### src/rtl/cordic_cos_sequencer.sv
// cordic_cos_sequencer: single-precision operand front end for the iterative CORDIC cosine core.
// Answers NaN/Inf/zero/subnormal operands locally and runs normal ones on the core under a watchdog.
module cordic_cos_sequencer #(
  parameter int TIMEOUT = 64,
  parameter logic [31:0] QNAN = 32'h7FC00000,
  parameter logic [31:0] ONE = 32'h3F800000
) (
  input  logic        clk,
  input  logic        reset_n,
  input  logic        in_valid,
  output logic        in_ready,
  input  logic [31:0] in_data,
  output logic        core_start,
  output logic [31:0] core_x,
  input  logic        core_done,
  input  logic [31:0] core_result,
  output logic        out_valid,
  input  logic        out_ready,
  output logic [31:0] out_data,
  output logic [4:0]  out_flags
);
  localparam int WW = $clog2(TIMEOUT + 1);
  typedef enum logic [2:0] {IDLE, CHECK, ISSUE, WAIT, DONE} state_t;
  state_t state;
  logic [31:0] op;
  logic [WW-1:0] wd;
  logic e_max, e_zero, m_zero;
  always_comb begin
    e_max = &op[30:23];
    e_zero = ~|op[30:23];
    m_zero = ~|op[22:0];
  end
  always_ff @(posedge clk or negedge reset_n) begin
    if (!reset_n) begin
      state <= IDLE;
      op <= '0;
      wd <= '0;
      in_ready <= 1'b0;
      core_start <= 1'b0;
      core_x <= '0;
      out_valid <= 1'b0;
      out_data <= '0;
      out_flags <= '0;
    end else begin
      case (state)
        IDLE: begin
          if (in_valid && in_ready) begin
            op <= in_data;
            in_ready <= 1'b0;
            out_flags <= '0;
            state <= CHECK;
          end else begin
            in_ready <= 1'b1;
          end
        end
        CHECK: begin
          out_flags <= {1'b0, e_max & ~m_zero, e_max & m_zero, e_zero & m_zero, e_zero & ~m_zero};
          if (e_max || e_zero) begin
            out_data <= e_max ? QNAN : ONE;
            out_valid <= 1'b1;
            state <= DONE;
          end else begin
            core_x <= op;
            core_start <= 1'b1;
            state <= ISSUE;
          end
        end
        ISSUE: begin
          core_start <= 1'b0;
          wd <= '0;
          state <= WAIT;
        end
        WAIT: begin
          // done wins over the terminal count, so a result on the last cycle is kept
          if (core_done) begin
            out_data <= core_result;
            out_valid <= 1'b1;
            state <= DONE;
          end else if (wd == WW'(TIMEOUT - 1)) begin
            out_data <= QNAN;
            out_flags[4] <= 1'b1;
            out_valid <= 1'b1;
            state <= DONE;
          end else begin
            wd <= wd + 1'b1;
          end
        end
        DONE: begin
          if (out_ready) begin
            out_valid <= 1'b0;
            in_ready <= 1'b1;
            state <= IDLE;
          end
        end
        default: state <= IDLE;
      endcase
    end
  end
endmodule

### config.mk
export PLATFORM = sky130hd
export DESIGN_NAME = cordic_cos_sequencer
export DESIGN_NICKNAME = d
export VERILOG_FILES = /design/src/rtl/cordic_cos_sequencer.sv
export SDC_FILE = /design/constraint.sdc
export NUM_CORES = 1
export LEC_CHECK = 0
export CELL_PAD_IN_SITES_DETAIL_PLACEMENT = 0
export CELL_PAD_IN_SITES_GLOBAL_PLACEMENT = 1
export CORE_MARGIN = 1.5
export CORE_UTILIZATION = 42
export CTS_BUF_LIST = sky130_fd_sc_hd__clkbuf_8
export DETAILED_ROUTE_END_ITERATION = 6
export GPL_TIMING_DRIVEN = 0
export PLACE_DENSITY = 0.89
export SYNTH_ARGS = -nofsm -noshare
export SYNTH_HDL_FRONTEND = slang
export SYNTH_SLANG_ARGS = --single-unit
### constraint.sdc
create_clock -name clk -period 5.7 [get_ports clk]
set_input_delay 0.855 -clock clk [delete_from_list [all_inputs] [get_ports clk]]
set_output_delay 0.855 -clock clk [all_outputs]
set_load 0.005 [all_outputs]
==> flow_summary.json <==
{
  "cts.clk_slew.worst_paths_ps": 70,
  "yosysSeqAreaShare": 0.610,
  "end_kind": "flop",
  "top_usage_layer": "met2",
  "cts_resized": 0,
  "placed_area_um2": 6280,
  "hold_class": "primary input to asynchronous set/reset pin",
  "hold_buffers": 0,
  "crit_fanout": 10,
  "rsz0062_at_grt": "false",
  "worstSetupStartpoint": "in_valid",
  "r2r-start": "op[24]$_DFFE_PN0P_",
  "numClockSinks": 114,
  "critPathKind": "primary input to flop",
  "synth_seq_cells": 114,
  "dp_cells": 602,
  "nNetsFinal": 551,
  "grt_pass1_wl_um": 17200,
  "overflow": 0,
  "area_delta_synth_final_pct": 43.2,
  "initialDrtViolationCount": 113,
  "synth-edff-count": 0,
  "insertion_delay_ps": 410,
  "async_reset_ff_frac": 1.00,
  "run_status": "completed",
  "max_stage_delay_ps": 510,
  "grt_max_degree": 63,
  "netlist_instances": 321,
  "whs_ps": 491,
  "start_util": 0.431,
  "grt_usage": 0.190,
  "tritoncts": "yes",
  "root_buffer": "clkbuf_8",
  "hold_viol_final": 0,
  "worstPathRequired_ps": 5990,
  "maxSlewViolCount": 0,
  "p_per_area_nw_per_um2": 556,
  "die_area_um2": 11800,
  "maxSlewHeadroom": 0.538,
  "grt_util_met2": 0.305,
  "wl_um": 10600,
  "ir_drop_v": 0.000304,
  "yosys.area.top_type": "dfrtp_1",
  "portBuffers": 140,
  "wl_per_cell_um": 16.8,
  "grtUsageMet3": 0.0687,
  "yosys-top-cells-count": "dfrtp_1, mux2_4, a22o_1, mux2_2, mux2_1",
  "vias": 3272,
  "fmax_ghz": 0.415,
  "grt_pass1_vias": 3427,
  "ys_types": 48,
  "cp_data_arrival_time_ps": 2700,
  "crit_buf_inv": 2,
  "dp_hpwl_um": 7610,
  "start_kind": "primary input",
  "layoutNonFillerInstCount": 634,
  "r2r-end": "core_x[7]$_DFFE_PN0P_",
  "critical_path.top_delay_family": "buffers and inverters",
  "drc": 0,
  "grt.met1_usage": 0.239,
  "tightest_slew_ps": 693,
  "coreArea_um2": 10800,
  "first_pass_iters": 4,
  "cts_max_path_buffers": 2,
  "utilization": 0.618,
  "postCtsSetupBuffers": 0,
  "vias_per_cell": 5.16,
  "cts-buffers-inserted": 17,
  "netlist_area_um2": 4680,
  "ant_nets": 0,
  "finalPower_mw": 3.72,
  "final.period_utilization": 0.423,
  "drv_cap": 0,
  "die_y_um": 109,
  "io_pins": 141,
  "path_depth": 5,
  "worstRegToRegCells": 6,
  "worst-r2r-setup-slack_ps": 3630,
  "finish.instance_area_um2": 6700,
  "die_w_um": 109,
  "syn_nets": 391,
  "synth.most_common_cell": "dfrtp_1",
  "synth_top_area_frac": 0.610,
  "synth_area_per_cell_um2": 14.6,
  "fin_skew_ps": 15.9,
  "gp_congestion": 0.742,
  "yosys_warnings": 0,
  "path_cells": "clkdlybuf4s50_1 > nand2_1 > nor4_2 > buf_2 > mux2_2",
  "ctsHtreeMaxLevel": 4,
  "synth_area_leaders": "dfrtp_1, mux2_4, mux2_2",
  "tns_ps": 0,
  "layout_min_cycle_time_ps": 2410,
  "setup_ws_ps": 3290,
  "p_leak_nw": 2.91,
  "drive_gt1_frac": 0.192,
  "setup-violations-final": 0,
  "grt_antenna_before_repair": 0,
  "ys.flop_type": "dfrtp_1",
  "std_cell_rows": 38,
  "cp_slowest_cell": "nor4_2",
  "antenna_cells": 0,
  "place_ws_ps": 2860
}
==> sequential cells by signal (all words and copies together), names as in the netlist <==
name and count:
core_start 1, out_valid 1, op 32, wd 7, out_data 32, state 3, in_ready 1, out_flags 5
core_x 32
==> routing by layer <==
| layer | up-vias | wire, um |
|---|---|---|
| met3 | 12 | 688 |
| li1 | 1518 | - |
| met2 | 80 | 5240 |
| met5 | - | 0 |
| met1 | 1662 | 4590 |
| met4 | 0 | 116 |
==> how the worst max path moves through the flow <==
stage | endpoint | slack [ps]
2_1_floorplan | op[22]$_DFFE_PN0P_ | 3700
3_3_place_gp | out_data[26]$_DFFE_PN0P_ | -500
3_5_place_dp | op[12]$_DFFE_PN0P_ | 2860
4_1_cts | op[15]$_DFFE_PN0P_ | 3290
5_1_grt | out_data[18]$_DFFE_PN0P_ | 3160
6_report | op[22]$_DFFE_PN0P_ | 3290
==> cell usage in the layout, fill, tap and decap left out, drive strengths merged, types with 2 or more instances in the layout <==
master	count
o31ai	2
clkdlybuf4s50	139
a22o	23
nor2b	3
clkinvlp	3
clkbuf	26
o22ai	2
a211o	3
buf	13
bufinv	3
inv	9
or4	5
a32o	3
dfrtp	114
nand2b	3
nor4	7
o21ai	8
nand4	3
o22a	7
clkinv	2
mux2i	2
nand3	6
mux2	64
nand2	14
and3	2
a21oi	6
nor2	7
==> where the power goes <==
group | leakage, nW | internal [mW] | total [mW] | switching, mW
sequential | 1.40 | 1.17 | 1.42 | 0.247
clock | 0.216 | 0.462 | 0.786 | 0.325
combinational | 1.30 | 0.978 | 1.51 | 0.535
total | 2.91 | 2.61 | 3.72 | 1.11
==> cell families (layout without fill, tap and decap cells) <==
family / count (synthesis) / in the layout / share of synthesized area
AND/OR/NAND/NOR: 55 / 55 / 0.0688
buffers and inverters: 22 / 195 / 0.0318
flip-flops: 114 / 114 / 0.610
AO/OA/AOI/OAI: 63 / 63 / 0.107
adder cells (fa/ha/maj): 1 / 1 / 0.00267
multiplexers: 66 / 66 / 0.180
==> cell type report <==
| cell class | count | area, um^2 |
|---|---|---|
| buffer | 17 | 130 |
| clock buffer | 20 | 275 |
| clock inverter | 12 | 141 |
| fill | 890 | 4150 |
| inverter | 5 | 18.8 |
| multi-input combinational | 185 | 1680 |
| sequential | 114 | 2850 |
| tap | 140 | 175 |
| timing repair buffer | 141 | 1430 |
(Power assumes the default switching activity.)
